<file path="config.mk">
export PLATFORM = sky130hd
export DESIGN_NAME = window_gen33
export DESIGN_NICKNAME = d
export VERILOG_FILES = /design/src/rtl/window_gen33.sv
export SDC_FILE = /design/constraint.sdc
export NUM_CORES = 1
export LEC_CHECK = 0
export CORE_MARGIN = 2
export CORE_UTILIZATION = 35
export CTS_BUF_LIST = sky130_fd_sc_hd__clkbuf_2
export CTS_CLUSTER_SIZE = 25
export DETAILED_ROUTE_END_ITERATION = 8
export DONT_BUFFER_PORTS = 1
export HOLD_SLACK_MARGIN = 0.08
export SLEW_MARGIN = 20
export SYNTH_ARGS = -nofsm -noshare
export SYNTH_HDL_FRONTEND = slang
export SYNTH_SLANG_ARGS = --single-unit
</file>
<file path="constraint.sdc">
create_clock -name clk -period 7.1 [get_ports clk]
set_clock_uncertainty 0.2 [all_clocks]
set_input_delay 1.42 -clock clk [delete_from_list [all_inputs] [get_ports clk]]
set_output_delay 1.42 -clock clk [all_outputs]
set_load 0.02 [all_outputs]
</file>
<file path="src/rtl/window_gen33.sv">
// Streaming 3x3 window generator: buffers two previous raster lines and emits
// the 3x3 neighbourhood as three packed row words for the kernel MAC stage.
module window_gen33 #(
   parameter int unsigned PIX_W = 16,
   parameter int unsigned IMG_W = 8,
   parameter int unsigned IMG_H = 8
) (
   input  logic               clk,
   input  logic               rst,
   input  logic               in_valid,
   output logic               in_ready,
   input  logic               in_sof,
   input  logic [PIX_W-1:0]   in_pix,
   output logic               out_valid,
   input  logic               out_ready,
   output logic [3*PIX_W-1:0] im1,
   output logic [3*PIX_W-1:0] im2,
   output logic [3*PIX_W-1:0] im3,
   output logic               frame_done,
   output logic               sof_err
);

   localparam int unsigned CW = $clog2(IMG_W);
   localparam int unsigned RW = $clog2(IMG_H);
   localparam int unsigned WW = 3 * PIX_W;

   typedef enum logic {PRIME, STREAM} state_e;

   state_e            state_q;
   logic [CW-1:0]     col_q, col_d, col_eff;
   logic [RW-1:0]     row_q, row_d, row_eff;
   logic              out_valid_q, frame_done_q, sof_err_q;
   logic [WW-1:0]     im1_q, im2_q, im3_q;
   logic [PIX_W-1:0]  lb0_q [IMG_W];
   logic [PIX_W-1:0]  lb1_q [IMG_W];
   logic [PIX_W-1:0]  lb0_rd, lb1_rd;
   logic              accept, last_col, last_row, win_d;

   assign in_ready   = !out_valid_q || out_ready;
   assign out_valid  = out_valid_q;
   assign frame_done = frame_done_q;
   assign sof_err    = sof_err_q;
   assign im1        = im1_q;
   assign im2        = im2_q;
   assign im3        = im3_q;

   // A start-of-frame beat is positioned at (0,0) before any lookup or counting.
   always_comb begin
      accept   = in_valid && in_ready;
      col_eff  = in_sof ? '0 : col_q;
      row_eff  = in_sof ? '0 : row_q;
      lb0_rd   = lb0_q[col_eff];
      lb1_rd   = lb1_q[col_eff];
      last_col = (col_eff == CW'(IMG_W - 1));
      last_row = (row_eff == RW'(IMG_H - 1));
      col_d    = last_col ? '0 : col_eff + CW'(1);
      row_d    = row_eff;
      if (last_col) begin
         row_d = last_row ? '0 : row_eff + RW'(1);
      end
      win_d    = !in_sof && (state_q == STREAM) && (col_eff >= CW'(2));
   end

   // Line buffers: read-before-write, LB0 holds line r-1, LB1 holds line r-2.
   always_ff @(posedge clk) begin
      if (accept) begin
         lb0_q[col_eff] <= in_pix;
         lb1_q[col_eff] <= lb0_rd;
      end
   end

   always_ff @(posedge clk) begin
      if (rst) begin
         state_q      <= PRIME;
         col_q        <= '0;
         row_q        <= '0;
         out_valid_q  <= 1'b0;
         frame_done_q <= 1'b0;
         sof_err_q    <= 1'b0;
         im1_q        <= '0;
         im2_q        <= '0;
         im3_q        <= '0;
      end else begin
         frame_done_q <= 1'b0;
         sof_err_q    <= 1'b0;
         if (accept) begin
            col_q        <= col_d;
            row_q        <= row_d;
            out_valid_q  <= win_d;
            im1_q        <= {im1_q[WW-PIX_W-1:0], lb1_rd};
            im2_q        <= {im2_q[WW-PIX_W-1:0], lb0_rd};
            im3_q        <= {im3_q[WW-PIX_W-1:0], in_pix};
            frame_done_q <= last_col && last_row;
            sof_err_q    <= in_sof && ((col_q != '0) || (row_q != '0));
            case (state_q)
               PRIME: begin
                  if (!in_sof && last_col && (row_eff == RW'(1))) begin
                     state_q <= STREAM;
                  end
               end
               STREAM: begin
                  if (in_sof || (last_col && last_row)) begin
                     state_q <= PRIME;
                  end
               end
               default: state_q <= PRIME;
            endcase
         end else if (out_ready) begin
            out_valid_q <= 1'b0;
         end
      end
   end

endmodule

</file>
=== After elaboration in Yosys (flattened, before gate mapping) ===
Memory sizes are Yosys's and may differ from the RTL's. A register that Yosys moved wholly into a read port is not among the register bits.
Index checks and enable logic that the tools add are counted.

* Flip-flop bits (word level): 154
* RAM bits: 256
* Input bits: 21
* Output and inout port bits: 148
* Logic and storage cells: 47
* Memories: 2

* $add $sub $neg: 2
* Magnitude comparators: 1
* Equality and inequality tests: 3
* Muxes and demuxes: 12
* Bitwise logic cells: 2
* Reduce and logical (&&, ||, !) cells: 16

{| class="wikitable"
|+ Memories
! memory !! words !! bits a word !! read ports !! clocked after Yosys merged registers in !! write ports !! line !! RTL
|-
| lb0_q || 8 || 16 || 1 || 0 || 1 || 34 || <nowiki>logic [PIX_W-1:0] lb0_q [IMG_W];</nowiki>
|-
| lb1_q || 8 || 16 || 1 || 1 || 1 || 35 || <nowiki>logic [PIX_W-1:0] lb1_q [IMG_W];</nowiki>
|}

{| class="wikitable"
|+ Operators by type and width
! kind !! number
|-
| 3-bit two-way mux || 5
|-
| 1-bit logical AND || 7
|-
| 3-bit by 1-bit adder with 3-bit output, second input constant || 2
|-
| 3-bit == test, second input constant || 2
|-
| 1-bit two-way mux || 6
|-
| 3-bit nonzero test || 2
|-
| 3-bit by 1-bit == test with 1-bit output, second input constant || 1
|-
| 3-bit by 2-bit greater-or-equal comparator with 1-bit output, second input constant || 1
|-
| 1-bit logical OR || 3
|-
| 1-bit zero test || 2
|-
| 1-bit NOT || 2
|-
| 1-bit case mux with 2 select lines || 1
|-
| 2-bit nonzero test || 1
|-
| 2-bit OR reduction || 1
|}

=== Depth between registers and ports, before layout ===
* Depth after elaboration: 6
* Depth in mapped cells: 9
* Gate-level depth less buffers: 7

=== Worst setup path before layout ===
Ideal clock, no wire load.

* Kind: input to register
* Start: input out_ready
* End: memory lb0_q[2][0], enable pin
* Library setup time: 0.502 ns
* Arrival time: 5.227 ns
* Required time: 6.398 ns
* Slack: 1.171 ns
* Stages on the path: 5
* Buffers on the path: 1
* Path through: and2b_1 > inv_2 > nand2_2 > clkbuf_1 > nor4_1

* Longest elaborated chain between the ends: 4

{| class="wikitable"
|+ RTL lines
! what !! line !! RTL
|-
| start: declaration || 15 || <nowiki>input logic out_ready,</nowiki>
|-
| 1-bit logical OR || 39 || <nowiki>assign in_ready = !out_valid_q || out_ready;</nowiki>
|-
| net in_ready || 11 || <nowiki>output logic in_ready,</nowiki>
|-
| 1-bit logical AND || 49 || <nowiki>accept = in_valid && in_ready;</nowiki>
|-
| 1-bit two-way mux || 66 || <nowiki>if (accept) begin</nowiki>
|-
| 1-bit two-way mux (implied by the code) || 67 || <nowiki>lb0_q[col_eff] <= in_pix;</nowiki>
|-
| end: declaration || 34 ||
|}

The timed path passes the listed nets, and every way through them passes these cells.

=== Worst setup path after layout ===
* Start: register col_q[0]
* End: memory lb1_q[3][1], enable pin

* Longest elaborated chain between the ends: 1

{| class="wikitable"
|+ RTL lines
! what !! line !! RTL
|-
| start: declaration || 30 || <nowiki>logic [CW-1:0] col_q, col_d, col_eff;</nowiki>
|-
| start signal: assignment || 87 || <nowiki>col_q <= col_d;</nowiki>
|-
| 3-bit two-way mux || 50 || <nowiki>col_eff = in_sof ? '0 : col_q;</nowiki>
|-
| end: declaration || 35 ||
|}

Every way passes these cells.

==> flow_summary_export.csv <==
group,metric,value,unit
synthesis,synth_area_leader_cell,"edfxtp_1",
worst_setup_path,ff2ff_setup_slack,3410,ps
worst_setup_path,rr_worst_depth,4,
worst_setup_path,cp-end-kind,"register",
clock_tree,htreeDepth,3,
sta,setup_ws,3412,ps
synthesis,syn-cell-area,15490,um^2
synthesis,synthCells,1190,
layout,stdcell_area,16860,um^2
sta,period_share,0.5194,
die,chipWidth,214.4,um
layout,multi_input_area,4310,um^2
sta,fin_crit,3688,ps
global_routing,grt_overflow,0,
global_routing,grt_use_total,0.1667,
placed_design,gp_congestion,0.7879,
synthesis,ys_ff_latch,410,
worst_setup_path,critical_path_buf_inv_count,1,
synthesis,yosys.cell_types.count,50,
clock_tree,cts_hold_repair.buffers,0,
placed_design,dpl_cell_area,15980,um^2
worst_setup_path,crit_family,"simple AND/OR/NAND/NOR gates",
global_routing,grt_pass1_vias,9388,
clock_tree,path_clk_slew,90,ps
global_routing,grt_max_degree,140,
route,drtPass1Iterations,5,
clock_tree,cts_max_path_buffers,3,
synthesis,netlist_top_cells_area,"edfxtp_1 50%, dfxtp_1 20%, nand2_1 6.0%",
sta,fin_tns_setup,0,ps
die,core,43930,um^2
sta,setup_violations,0,
synthesis,synth_warnings,0,
worst_setup_path,critPathKind,"reg2reg",
clock_tree,cts_made_buffers,96,
worst_setup_path,path_cells,"nor2b_4 -> nand2_1 -> nor2_2 -> buf_4",
worst_setup_path,cp_data_arrival_time,4120,ps
sta,rsz0062_at_grt,"no",
layout,final_layout_size_suffix_gt1_frac,0.1869,
route,wl,38920,um
die,chipHeight,214.4,um
worst_setup_path,slowest_stage,"dfxtp_4",
clock_tree,insertion_delay,1000,ps
layout,seq_area,10770,um^2
layout,nNetsFinal,1246,
worst_setup_path,path_max_fanout,49,
pwr,vdd_drop_max,128.5,uV
synthesis,synth_top_area_frac,0.4961,
route,post_drt_wl_per_cell,20.56,um
placed_design,port_buffers,0,
worst_setup_path,critPathMaxStageDelay,890,ps
route,vias,9593,
min_path,hold_path_startpoint,"state_q$_SDFFE_PP0P_",
placed_design,preCtsSetupSlack,3060,ps
synthesis,synthFlopType,"edfxtp_1",
route,ant_nets,0,
placed_design,hpwlAfterDp,23300,um
layout,area_growth,8.810,%
layout,layout_common_cells,"256 x edfxtp_1, 246 x nand2_1, 153 x dfxtp_1",
die,start_util,0.3527,
layout,final_common_cell,"edfxtp_1",
worst_setup_path,required,7530,ps
min_path,min_path_cells,2,
min_path,hold_path.class,"reg2reg",
min_path,hold_path_end,"out_valid$_SDFFE_PP0P_",
run_status,status,"finished, final reports clean",
worst_setup_path,critPathLaunchType,"register",
synthesis,synth_seq_area_share,0.6951,
synthesis,syn_nets,1215,
sta,clock.fmax,271.2,MHz
clock_tree,cts_tree,"yes",
synthesis,ys_async_sr_fraction,0,
pwr,p_leak,0.005599,uW
clock_tree,post_cts_resized,0,
pwr,p_per_area,261.7,nW/um^2
clock_tree,cts_root_buffer,"clkbuf_2",
die,io-pin-count,169,
route,drt_iter0_drc,704,
run,timing.max_cap.violations,0,
sta,final-max-slew-violation-count,0,
worst_setup_path,timing.rr.start,"col_q[0]$_SDFFE_PP0P_",
route,via_per_inst,5.068,
die,num_rows,77,
clock_tree,post_cts_buffers,0,
die,dieArea,45970,um^2
global_routing,antenna_found_initial,1,
synthesis,synth_edf_count,256,
synthesis,syn_area_per_cell,13.02,um^2
sta,hold_viol,0,
layout,fill_cells,4243,
clock_tree,cts_num_sinks,410,
global_routing,grt_pass1_wl,58540,um
sta,slew_headroom,0.2574,
sta,worst_pin_slew,1102,ps
worst_setup_path,reg2reg_to,"lb1_q[3][1]$_DFFE_PP_",
route,drc,0,
==> state kept, by name, summed over array words and instances, names as in the netlist <==
| signal | flops |
|---|---|
| lb0_q | 128 |
| lb1_q | 128 |
| im1 | 48 |
| im2 | 48 |
| im3 | 48 |
| col_q | 3 |
| row_q | 3 |
| frame_done | 1 |
| out_valid | 1 |
| sof_err | 1 |
| state_q | 1 |
==> layout make-up <==
| class | instances | area share |
|---|---|---|
| inverters | 5 | 0.001113 |
| well taps | 592 | 0.04393 |
| flip-flops and latches | 410 | 0.6390 |
| clock inverters | 27 | 0.007347 |
| diodes | 1 | 0.0001484 |
| multi-input cells | 690 | 0.2557 |
| clock buffers | 150 | 0.04453 |
| repair buffers | 18 | 0.008237 |
==> synthesized netlist by cell type (2+ instances only) <==
cell / count
buf_4: 7
inv_1: 2
nor2b_1: 5
nand2b_1: 3
and3_1: 3
or3b_1: 2
a22o_1: 16
o22ai_2: 11
mux2i_1: 81
a211oi_2: 11
o211ai_1: 2
buf_1: 3
mux2_2: 16
edfxtp_1: 256
a221oi_1: 5
buf_6: 5
nor3b_1: 2
o22ai_1: 21
ha_1: 4
nor3_1: 2
nand2_1: 246
o21ai_0: 17
dfxtp_1: 154
o21a_1: 16
buf_2: 29
a32oi_1: 2
inv_2: 2
nor3_2: 2
clkbuf_1: 39
nor2_1: 28
o221ai_1: 16
a21oi_1: 133
a211oi_1: 6
a22oi_1: 17
a221oi_2: 11
==> kinds of logic after synthesis <==
family          count (synthesis)  synth area share
compound gates                288            0.1290
fa+ha+maj                       4          0.003230
buf+inv                        90           0.03028
flops                         410            0.6951
mux                            97           0.06395
simple gates                  301           0.07841
==> where the power goes <==
group          switching, uW  internal, uW  leakage, uW
Sequential               111          2600      0.00358
Clock                    915           562     0.000671
Combinational            144          79.1      0.00135
==> per-stage QoR <==
stage / instances / total power, uW / hold slack (ps) / utilization
final: 1893 / 4412 / 300.6 / 0.3838
after global routing: 1893 / 4621 / 152.2 / 0.3838
after CTS: 1892 / 4470 / 159.8 / 0.3836
after detailed placement: 1715 / 2992 / 271.8 / 0.3637
after global placement: 1715 / 2986 / 283.5 / 0.3637
after floorplan: 1190 / 2920 / 257.3 / -
==> metal layers <==
layer  wire [um]  vias up  GRT usage
met3        2653       61    0.04667
met4         784        0    0.05463
met2       18880      318     0.2748
met1       16600     4718     0.2123
met5           0        -          0
li1            -     4496          -
==> worst min-delay path, delay by kind of cell, from the launching register on <==
kind             cells  cell delay, ps
AND/OR/NAND/NOR      1              70
AO/OA/AOI/OAI        1              60
flip-flops           1             340
==> worst max path at each step <==
stage | start | end | slack, ps | cells past startpoint
after floorplan | out_ready | lb0_q[2][0]$_DFFE_PP_ | 1170 | 5
after global placement | in_sof | lb1_q[3][7]$_DFFE_PP_ | 3110 | 4
after detailed placement | in_sof | lb1_q[3][13]$_DFFE_PP_ | 3060 | 4
after CTS | out_valid$_SDFFE_PP0P_ | in_ready | 3380 | 2
after global routing | col_q[0]$_SDFFE_PP0P_ | lb1_q[3][13]$_DFFE_PP_ | 3190 | 4
final | col_q[0]$_SDFFE_PP0P_ | lb1_q[3][1]$_DFFE_PP_ | 3410 | 4
Power figures use the tool's default switching activity.
